## config.mk

```make
export PLATFORM = sky130hd
export DESIGN_NAME = rpsc_trip_latch
export DESIGN_NICKNAME = d
export VERILOG_FILES = /design/src/rtl/rpsc_trip_latch.sv
export SDC_FILE = /design/constraint.sdc
export NUM_CORES = 1
export LEC_CHECK = 0
export CAP_MARGIN = 20
export CELL_PAD_IN_SITES_DETAIL_PLACEMENT = 1
export CELL_PAD_IN_SITES_GLOBAL_PLACEMENT = 1
export CORE_MARGIN = 2
export CORE_UTILIZATION = 45
export CTS_CLUSTER_SIZE = 30
export DETAILED_ROUTE_END_ITERATION = 8
export PLACE_DENSITY_LB_ADDON = 0.1
export SLEW_MARGIN = 0
export SYNTH_ARGS = -nofsm -noshare
export SYNTH_HDL_FRONTEND = slang
export SYNTH_SLANG_ARGS = --single-unit
```

## constraint.sdc

```tcl
create_clock -name clk -period 3.79 [get_ports clk]
set_input_delay 0.5685 -clock clk [delete_from_list [all_inputs] [get_ports clk]]
set_output_delay 0.5685 -clock clk [all_outputs]
set_load 0.02 [all_outputs]
```

## src/rtl/rpsc_trip_latch.sv

```systemverilog
// RF permit interlock downstream of card 6: synchronizes and debounces faults, latches trips,
// records the first-fault cause, counts trips and requires an operator reset to re-arm.
module rpsc_trip_latch #(
    parameter int unsigned DEBOUNCE_CYCLES = 16,
    parameter int unsigned HOLDOFF_CYCLES  = 1000
) (
    input  logic       clk,
    input  logic       reset_n,
    input  logic       i_I_AN_HIGH_n,
    input  logic       i_Emergency,
    input  logic       i_Not_Alarm,
    input  logic       i_Operator_Reset,
    output logic       o_RF_Permit,
    output logic       o_Trip,
    output logic       o_Reset_Ready,
    output logic [1:0] o_First_Fault,
    output logic [7:0] o_Trip_Count
);

    localparam int unsigned DbW = (DEBOUNCE_CYCLES > 1) ? $clog2(DEBOUNCE_CYCLES) : 1;
    localparam int unsigned HoW = (HOLDOFF_CYCLES > 1) ? $clog2(HOLDOFF_CYCLES) : 1;
    localparam logic [DbW-1:0] DbMax = DbW'(DEBOUNCE_CYCLES - 1);
    localparam logic [HoW-1:0] HoMax = HoW'(HOLDOFF_CYCLES - 1);
    // Bit order {operator_reset, not_alarm, i_an_high_n, emergency}, reset to inactive levels.
    localparam logic [3:0] SyncRst = 4'b1110;

    typedef enum logic [1:0] {StRun, StTripHold, StTripWait} state_e;

    logic [3:0]     sync1_q, sync2_q;
    logic           op_prev_q, op_edge_q;
    logic           em, oc, al, oc_qual, al_qual, fault_clear;
    logic [DbW-1:0] oc_cnt_q, oc_cnt_d, al_cnt_q, al_cnt_d;
    logic [HoW-1:0] hold_cnt_q, hold_cnt_d;
    state_e         state_q, state_d;
    logic [1:0]     first_fault_q, first_fault_d;
    logic [7:0]     trip_count_q, trip_count_d;
    logic           ready_q, ready_d;

    assign em          = sync2_q[0];
    assign oc          = ~sync2_q[1];
    assign al          = ~sync2_q[2];
    assign oc_qual     = oc && (oc_cnt_q == DbMax);
    assign al_qual     = al && (al_cnt_q == DbMax);
    assign fault_clear = ~em && ~oc && ~al;

    always_comb begin
        oc_cnt_d = '0;
        al_cnt_d = '0;
        if (oc) oc_cnt_d = (oc_cnt_q == DbMax) ? oc_cnt_q : oc_cnt_q + DbW'(1);
        if (al) al_cnt_d = (al_cnt_q == DbMax) ? al_cnt_q : al_cnt_q + DbW'(1);
    end

    always_comb begin
        state_d       = state_q;
        hold_cnt_d    = '0;
        first_fault_d = first_fault_q;
        trip_count_d  = trip_count_q;
        unique case (state_q)
            StRun: begin
                if (em || oc_qual || al_qual) begin
                    state_d       = StTripHold;
                    first_fault_d = em ? 2'd1 : (oc_qual ? 2'd2 : 2'd3);
                    if (trip_count_q != 8'hFF) trip_count_d = trip_count_q + 8'd1;
                end
            end
            StTripHold: begin
                if (hold_cnt_q == HoMax) state_d = StTripWait;
                else hold_cnt_d = hold_cnt_q + HoW'(1);
            end
            StTripWait: begin
                if (op_edge_q && fault_clear) state_d = StRun;
            end
            default: state_d = StTripWait;
        endcase
    end

    // Ready looks one stage ahead so it lines up with the registered state and sync2.
    assign ready_d = (state_d == StTripWait) && ~sync1_q[0] && sync1_q[1] && sync1_q[2];

    always_ff @(posedge clk) begin
        if (!reset_n) begin
            sync1_q       <= SyncRst;
            sync2_q       <= SyncRst;
            op_prev_q     <= 1'b1;
            op_edge_q     <= 1'b0;
            oc_cnt_q      <= '0;
            al_cnt_q      <= '0;
            hold_cnt_q    <= '0;
            state_q       <= StTripWait;
            first_fault_q <= 2'd0;
            trip_count_q  <= 8'd0;
            ready_q       <= 1'b0;
        end else begin
            sync1_q       <= {i_Operator_Reset, i_Not_Alarm, i_I_AN_HIGH_n, i_Emergency};
            sync2_q       <= sync1_q;
            op_prev_q     <= sync2_q[3];
            op_edge_q     <= sync2_q[3] & ~op_prev_q;
            oc_cnt_q      <= oc_cnt_d;
            al_cnt_q      <= al_cnt_d;
            hold_cnt_q    <= hold_cnt_d;
            state_q       <= state_d;
            first_fault_q <= first_fault_d;
            trip_count_q  <= trip_count_d;
            ready_q       <= ready_d;
        end
    end

    assign o_RF_Permit   = (state_q == StRun);
    assign o_Trip        = (state_q != StRun);
    assign o_Reset_Ready = ready_q;
    assign o_First_Fault = first_fault_q;
    assign o_Trip_Count  = trip_count_q;

endmodule

```

Word level (Yosys, flattened, before mapping):

Cells that the tools add are included.

* multiplexer cells: 6
* bitwise operators: 8
* $add $sub $neg: 4
* equality and inequality tests: 7
* reductions and logical operators: 17

Operator list (count)
* 10-bit by 1-bit adder with 10-bit output, second input constant: 1
* 10-bit equality test, second input constant: 1
* 4-bit by 1-bit adder with 4-bit output, second input constant: 2
* 8-bit by 1-bit adder with 8-bit output, second input constant: 1
* 4-bit equality test, second input constant: 2
* 1-bit logical AND: 8
* 2-bit 2-to-1 mux: 4
* 8-bit inequality test, second input constant: 1
* 1-bit NOT: 7
* 2-bit one-hot mux with 3 select lines: 1
* 2-bit equality test, second input constant: 2
* 2-bit OR reduction: 2
* 3-bit AND reduction: 1
* 3-bit OR reduction: 1
* 2-bit by 1-bit equality test with 1-bit output, second input constant: 1
* 2-bit logical NOT: 1
* 1-bit logical OR: 2
* 2-bit AND reduction: 1
* 2-bit nonzero test: 1
* 1-bit bitwise AND: 1
* 1-bit 2-to-1 mux: 1

* input bits: 6
* logic and storage cells: 53
* register bits after elaboration: 41
* output and inout bits: 13

Longest topological paths before layout:

Gate-level depths: netlist of the first run.

* depth after elaboration: 10
* mapped depth: 6
* gate-level depth less buffers: 5

Worst setup path before layout of the first run:

Ideal clock, no wire load.

* path type: reg2reg
* start: register oc_cnt_q[0]
* end: register trip_count_q[2] (netlist: o_Trip_Count[2])
* path buffers: 1
* data required time: 3655 ps
* clock period less this slack: 1627 ps
* stages on the path, launching flop included: 7
* setup slack: 2163 ps
* data arrival time: 1492 ps
* cells stage by stage: dfxtp_1 > ha_1 > and4b_1 > o31ai_4 > buf_2 > o311ai_0 > o41ai_1

* word-level cells in the longest chain between the ends: 5

Ends and longest elaborated chain
* from (decl): line 32 `logic [DbW-1:0] oc_cnt_q, oc_cnt_d, al_cnt_q, al_cnt_d;`
* from (signal assigned): line 98 `oc_cnt_q <= oc_cnt_d;`
* 4-bit equality test: line 42 `assign oc_qual = oc && (oc_cnt_q == DbMax);`
* 1-bit logical AND: line 42
* 1-bit logical OR (2 in a row): line 60 `if (em || oc_qual || al_qual) begin`
* 3-bit AND reduction (no line)
* to (signal assigned): line 103 `trip_count_q <= trip_count_d;`
* to (decl): line 36 `logic [7:0] trip_count_q, trip_count_d;`

Every way passes these cells.
A chain may end at the register's enable or synchronous reset.

Worst setup path in the final report of the first run:

* start: register state_q[0]
* end: output port o_RF_Permit

* word-level cells in the longest chain between the ends: 1

Ends and longest elaborated chain
* from (decl): line 34 `state_e state_q, state_d;`
* from (signal assigned): line 89 `state_q <= StTripWait;`
* from (signal assigned): line 101 `state_q <= state_d;`
* 2-bit logical NOT: line 108 `assign o_RF_Permit = (state_q == StRun);`
* to (decl): line 13 `output logic o_RF_Permit,`

Every way passes these cells.

==> results.cfg, run 1 <==
[pwr]
fin_total_pwr_mw = 0.738
power_density_nw_per_um2 = 382
peakVddDrop_v = 0.000260
leakage_nw = 0.663

[run]
max-cap-violations = 0

[setup_path]
critPathLaunchType = register
critical_path_cell_count = 3
worstRegToRegCells = 5
critPathMaxFanout = 4
cp_top_family = buffers and inverters
cp-startpoint = state_q[0]
r2r-end = o_Trip_Count[3]
endpoint = o_RF_Permit
crit_required_ns = 3.22
rrSetupSlack_ns = 1.90
arrival_ns = 1.68
path_buf_inv = 2
crit_path_top_delay_cell = clkdlybuf4s50_1
critical_path_class = reg2out
timing.rr.start = oc_cnt_q[0]
cpPeakStageDelay_ns = 0.60
cp_cell_sequence = or2_4 > clkinv_2 > clkdlybuf4s50_1
crit_path_end_kind = output pin

[min_path]
hp-class = reg2reg
worstHoldStart = op_prev_q

[detailed_routing]
antenna_left = 0
drt-pass1-iter-count = 4
wl_um = 3520
drtIter0Drc = 61
via_count = 1331
via_per_inst = 5.50
wl_per_cell_um = 14.5
drc = 0

[grt]
overflow = 0
grt_pass1_wl_um = 6330
grt_pass1_vias = 1371
grtUsageTotal_pct = 19.8
grt_antenna_before_repair = 0
grt_max_degree = 20

[timing]
hold_viol = 0
slew_violations = 0
finClkSkew_ns = 0.00926
worstMarginPinSlew_ns = 0.630
finalSetupViolCount = 0
max_freq_ghz = 0.444
maxSlewHeadroom_pct = 58.0
setup-tns-final_ns = 0
finalCriticalPeriod_ns = 2.25
final.period_utilization_pct = 59.4
rsz0062_at_grt = false

[run_status]
status = finished, final reports clean

[clocking]
htreeDepth = 2
cts_tree = done
cts_buffers = 5
cts_resized = 0
clk_pin_slew_ns = 0.12
cts-root-buf = clkbuf_4
hold_buffers = 0
cts_setup_buffers = 0
insertion_delay_ns = 0.36
clock_path_buffers = 2
numClockSinks = 41

[synthesis]
syn_area_sq_um = 1640
synth_area_leader_cell = dfxtp_1
synth-simple-area-share_pct = 26.9
synth_area_per_cell_sq_um = 9.42
ys_types = 38
synth_mux_area_share_pct = 1.83
synth.area.top_cells = dfxtp_1 50%, nor2_1 5.0%, nand2b_1 3.8%
yosys_warnings = 0
yosysMostFrequentCell = dfxtp_1
yosys.area.top_type_share_pct = 50.1
yosys.area_share.adder_pct = 3.05
synth-xor-area-share_pct = 5.34
syn_nets = 184
async_flop_share_pct = 0
ys_ff_latch = 41
synth-edff-count = 0
syn_inst = 174
synth_common_cells = 41 x dfxtp_1, 22 x nor2_1, 10 x nand2_1, 10 x nand2b_1, 10 x nand3_1
synth-compound-area-share_pct = 10.4
seq_area_frac_synth_pct = 50.1
synth_top_family_by_area = simple AND/OR/NAND/NOR gates
synth_ff_type = dfxtp_1

[floorplanning]
die_area_sq_um = 4140
die_height_um = 64.4
core-area_sq_um = 3420
ios = 19
placementRows = 21
start_util_pct = 48.0
die_w_um = 64.4

[cells_and_area]
n_antenna_cell = 0
area_growth_pct = 17.8
seq_area_sq_um = 821
n_fill_cell = 402
drive_above_1_share_pct = 6.63
layoutNonFillerInstCount = 242
multi_input_area_sq_um = 778
fin_nets = 205

[place]
place_hpwl_um = 2600
gp_congestion = 0.709
port_buffers = 18
place_inst = 234
how the worst min path moves through the flow:
stage                      endpoint  slack, ns  depth (start not counted)
after CTS                 op_edge_q       0.41                          1
after floorplan           op_edge_q       0.37                          1
after detailed placement  op_edge_q       0.39                          1
after global routing      op_edge_q       0.44                          1
final                     op_edge_q       0.41                          1
after global placement    op_edge_q       0.38                          1
state kept, by name, indices dropped and copies added (netlist names):
name and cells:
al_cnt_q 4, o_First_Fault 2, op_edge_q 1, state_q 2, sync1_q 4, o_Reset_Ready 1
hold_cnt_q 10, sync2_q 4, o_Trip_Count 8, op_prev_q 1, oc_cnt_q 4
metal layers:
layer,track usage (%),vias up,part of all wire [%]
met4,7.45,0,1.6
met3,6.16,6,3.7
met2,32.4,22,49
met5,0,-,0
met1,24.2,646,46
li1,-,657,-
report_power, final:
group / internal (mW) / leakage [nW] / switching, mW
Sequential: 0.439 / 0.333 / 0.00570
Combinational: 0.0213 / 0.288 / 0.0225
Clock: 0.108 / 0.0413 / 0.142
Total: 0.568 / 0.663 / 0.170
through the flow:
stage | hold slack [ns] | instance area [sq um] | utilization, % | setup WS, ns
floorplan | 0.373 | 1640 | - | 2.16
global placement | 0.377 | 1860 | 54.5 | 1.55
detailed placement | 0.393 | 1860 | 54.5 | 1.42
CTS | 0.410 | 1930 | 56.5 | 1.53
global route | 0.437 | 1930 | 56.5 | 1.49
finish | 0.409 | 1930 | 56.5 | 1.54
kinds of logic after synthesis:
| kind of cell | count (synthesis) |
|---|---|
| adders and majority gates | 4 |
| and+or+nand+nor | 82 |
| AOI/OAI and AO/OA | 24 |
| xor gates and xnor gates | 10 |
| buffers and inverters | 10 |
| muxes | 3 |
| DFF | 41 |
cells in the final DEF (no fill, tap or decap), types with 4 or more instances in the layout:
cell             synthesis  routed
a21oi_1                  8       8
clkbuf_4                 0       5
clkdlybuf4s50_1          0      18
dfxtp_1                 41      41
ha_1                     4       4
inv_1                    4       4
nand2_1                 10      10
nand2b_1                10      10
nand3_1                 10      10
nor2_1                  22      22
nor3_1                   5       5
xnor2_1                  6       6
xor2_1                   4       4
layout make-up:
cell class / instances / share of cell area, %
sequential: 41 / 42.5
clock buffer: 7 / 3.37
inverter: 6 / 1.23
clock inverter: 1 / 0.259
multi-input combinational: 123 / 40.3
timing repair buffer: 18 / 9.33
tap: 46 / 2.98
No activity file was read; power rests on OpenSTA's default activity.
==> run 2: changes to the inputs <==
Settings changed: CORE_UTILIZATION 45 to 41.
Clock period 3.79 ns to 2.1 ns, I/O delays scaled along.
==> run 2 against run 1 <==
Clock-buffer cell count is the same. Total power grew 110%. Non-clock buffer count grew 3. Register-to-register slack lost 1.7 ns. Combinational power grew 89%. Critical path type unchanged. Largest power group unchanged. Highest routed layer unchanged.
==> results.cfg, run 2 (synthesized netlist as in run 1, its figures left out) <==
[place]
gp_congestion = 0.772
place_inst = 239
place_hpwl_um = 2680
port_buffers = 18
dpl_cell_area_sq_um = 1890

[floorplanning]
die_w_um = 67.2
die_height_um = 67.2
core-area_sq_um = 3740
placementRows = 22
die_area_sq_um = 4520
ios = 19
start_util_pct = 43.8

[clocking]
htreeDepth = 2
insertion_delay_ns = 0.29
cts_setup_buffers = 0
hold_buffers = 0
numClockSinks = 41
cts_buffers = 5
cts_resized = 0
cts_tree = done
clock_path_buffers = 2
clk_pin_slew_ns = 0.07
cts-root-buf = clkbuf_8

[timing]
finClkSkew_ns = 0.00417
slew_violations = 0
rsz0062_at_grt = false
worstMarginPinSlew_ns = 0.623
finalCriticalPeriod_ns = 1.91
max_freq_ghz = 0.525
setup-tns-final_ns = 0
hold_viol = 0
finalSetupViolCount = 0
hold_slack_ns = 0.395
final.period_utilization_pct = 90.7
maxSlewHeadroom_pct = 58.5

[setup_path]
critPathMaxFanout = 4
critical_path_class = reg2out
critPathLaunchType = register
crit_path_end_kind = output pin
crit_required_ns = 1.78
arrival_ns = 1.59

[cells_and_area]
largest_reg_flops = 10
fin_nets = 208
n_antenna_cell = 0
layout_commonest_cell = dfxtp_1
fin_area_sq_um = 2000
area_growth_pct = 22.1
final_util_pct = 53.5
most-common-layout-cells = 41 x dfxtp_1, 22 x nor2_1, 18 x clkdlybuf4s50_1
top_register = hold_cnt_q
layoutNonFillerInstCount = 247
drive_above_1_share_pct = 7.54

[grt]
grt_antenna_before_repair = 0
grt_max_degree = 19
overflow = 0
grtUsageTotal_pct = 18.4
grt_pass1_vias = 1383
grt_pass1_wl_um = 6280

[detailed_routing]
wl_um = 3520
via_count = 1316
drtIter0Drc = 49
via_per_inst = 5.33
drt-pass1-iter-count = 4
drc = 0
antenna_left = 0
wl_per_cell_um = 14.3

[pwr]
peakVddDrop_v = 0.000374
power_density_nw_per_um2 = 764
leakage_nw = 0.694

[min_path]
hp-class = reg2reg

[run_status]
status = finished, final reports clean

[run]
max-cap-violations = 0
## run 2: cell count changes in the layout (fill, tap and decap cells not counted), sizes merged
cell    change
buf         +3
bufinv      +1
clkinv      -1
## run 2: routing by layer
layer,global-route usage [%],part of all wire (%),vias up
met5,0,0,-
li1,-,-,663
met1,23.0,47,634
met3,6.00,3.1,2
met4,4.85,0.23,0
met2,30.6,50,17
## run 2: layout make-up
type	count	area (sq um)
inverter	6	23.8
clock buffer	7	86.3
clock inverter	1	30.0
timing repair buffer	21	203
tap	48	60.1
fill	457	1740
multi-input combinational	123	778
sequential	41	821
## run 2: final timing paths
kind	startpoint	to	slack [ns]	cells past startpoint
max reg2reg	al_cnt_q[0]	o_Trip_Count[7]	0.24	5
min	op_prev_q	op_edge_q	0.39	1
max	state_q[0]	o_RF_Permit	0.19	3
min reg2reg	op_prev_q	op_edge_q	0.39	1
## run 2: through the flow
stage               setup WS, ns  total power, mW
finish                     0.195             1.53
detailed placement         0.256            0.905
global route               0.115             1.60
floorplan                  0.473            0.864
global placement           0.353            0.900
CTS                        0.179             1.55
## run 2: critical path, cell delays in order, from the launching register on
cell,delay (ns)
dfxtp_1,0.35
or2_4,0.28
clkinv_2,0.08
clkdlybuf4s50_1,0.60
## run 2: power by group
part	internal, mW	switching, mW	total, mW
registers	0.792	0.0106	0.803
logic	0.0420	0.0409	0.0829
clock network	0.387	0.256	0.643
total	1.22	0.308	1.53
==> run 3: changes to the inputs <==
Settings changed: PLACE_DENSITY from default to 0.77, PLACE_DENSITY_LB_ADDON 0.1 to default, REMOVE_ABC_BUFFERS from default to 1.
==> run 3 against run 2 <==
Fmax increased by 0.57%. Clock skew increased by 0.0033 ns. Combinational power about the same. Register-to-register slack improved by 0.02 ns. Utilization decreased by 0.80 points. Largest cell class unchanged.
==> results.cfg, run 3 (synthesized netlist as in run 1, its figures left out) <==
[floorplanning]
placementRows = 22
die_w_um = 67.2
core-area_sq_um = 3740
ios = 19
die_area_sq_um = 4520
die_height_um = 67.2
start_util_pct = 43.8

[min_path]
min_to = op_edge_q
hold_depth = 1
worstHoldStart = op_prev_q
hp-class = reg2reg

[grt]
grt_antenna_before_repair = 0
grt_max_degree = 19
grt_pass1_wl_um = 5880
grt_pass1_vias = 1319
overflow = 0
grtUsageTotal_pct = 17.7

[pwr]
power_frac_clock_pct = 36.0
leakage_nw = 0.680
pwr-share-seq_pct = 58.0
swShare_pct = 20.9
peakVddDrop_v = 0.000442
p_int_mw = 1.09
power.switching_mw = 0.290
power_density_nw_per_um2 = 702
combPwrFrac_pct = 6.0

[detailed_routing]
drc = 0
via_count = 1320
wl_um = 3470
drtIter0Drc = 48
antenna_left = 0
wl_per_cell_um = 14.1
via_per_inst = 5.37
drt-pass1-iter-count = 4

[setup_path]
arrival_ns = 1.58
crit_path_top_delay_cell = clkdlybuf4s50_1
timing.rr.start = oc_cnt_q[0]
rrSetupSlack_ns = 0.26
critPathLaunchType = register
crit_required_ns = 1.78
r2r-end = o_Trip_Count[5]
critPathMaxFanout = 4
critical_path_class = reg2out
crit_path_end_kind = output pin
cp_cell_sequence = or2_4 > clkinv_2 > clkdlybuf4s50_1
cp_top_family = buffers and inverters
path_buf_inv = 2
cpPeakStageDelay_ns = 0.61
worstRegToRegCells = 5

[timing]
setup-tns-final_ns = 0
slew_violations = 0
finClkSkew_ns = 0.00746
finalCriticalPeriod_ns = 1.89
maxSlewHeadroom_pct = 55.3
hold_viol = 0
finalSetupViolCount = 0
hold_slack_ns = 0.393
worstMarginPinSlew_ns = 0.668
rsz0062_at_grt = false
final.period_utilization_pct = 90.2
max_freq_ghz = 0.528

[clocking]
cts_tree = done
hold_buffers = 0
cts_setup_buffers = 0
cts_resized = 0
numClockSinks = 41
htreeDepth = 2
cts-root-buf = clkbuf_8
insertion_delay_ns = 0.28
cts_buffers = 5
clk_pin_slew_ns = 0.07
clock_path_buffers = 2

[cells_and_area]
n_antenna_cell = 0
top_register = hold_cnt_q
layoutNonFillerInstCount = 246
fin_nets = 208
largest_reg_flops = 10
layout_commonest_cell = dfxtp_1
fin_area_sq_um = 1970
area_growth_pct = 20.3
final_util_pct = 52.7
most-common-layout-cells = 41 x dfxtp_1, 22 x nor2_1, 18 x clkdlybuf4s50_1
drive_above_1_share_pct = 7.07
n_fill_cell = 438

[place]
port_buffers = 18
dpl_cell_area_sq_um = 1890
gp_congestion = 0.790
place_hpwl_um = 2580
place_inst = 239

[run]
max-cap-violations = 0

[run_status]
status = finished, final reports clean
[run 3: layer usage]
metal | up-vias | track usage, % | part of all wire (%)
met5 | - | 0 | 0
met4 | 0 | 9.44 | 1.8
met3 | 6 | 3.50 | 2.2
met2 | 15 | 30.2 | 50
met1 | 635 | 21.0 | 46
li1 | 664 | - | -
[run 3: worst reg2reg max path, stage by stage (launching register included)]
cell and delay [ns]:
dfxtp_1 0.35, ha_1 0.26, and4b_1 0.22, o31ai_4 0.57, nor4_1 0.16, mux2i_1 0.15
[run 3: power groups by stage]
stage                     Combinational, mW  Sequential, mW  Clock (mW)
after global placement               0.0815           0.819           0
after detailed placement             0.0840           0.820           0
after global routing                 0.0900           0.804       0.544
final                                0.0829           0.803       0.499
after CTS                            0.0843           0.802       0.519
after floorplan                      0.0389           0.821           0
[run 3: area by class of cell]
cell class              instances  area (sq um)  share of cell area (%)
well taps                      48          60.1                    3.05
clock buffers                   7          86.3                    4.38
repair buffers                 21           203                    10.3
multi-input cells             123           778                    39.5
flip-flops and latches         41           821                    41.6
inverters                       6          23.8                    1.21
[run 3: metrics by stage]
stage	setup WS (ns)	power, mW
after floorplan	0.440	0.860
after global placement	0.348	0.901
after detailed placement	0.276	0.904
after CTS	0.188	1.41
after global routing	0.109	1.44
final	0.205	1.38
[run 3: how the worst max path moves through the flow]
stage           startpoint              end  slack, ns  depth (start not counted)
4_1_cts         state_q[0]      o_RF_Permit       0.19                          3
2_1_floorplan  oc_cnt_q[0]  o_Trip_Count[7]       0.44                          5
3_5_place_dp   oc_cnt_q[0]  o_Trip_Count[5]       0.28                          5
3_3_place_gp   al_cnt_q[0]  o_Trip_Count[7]       0.35                          5
6_report        state_q[0]      o_RF_Permit       0.21                          3
5_1_grt        oc_cnt_q[0]  o_Trip_Count[2]       0.11                          5
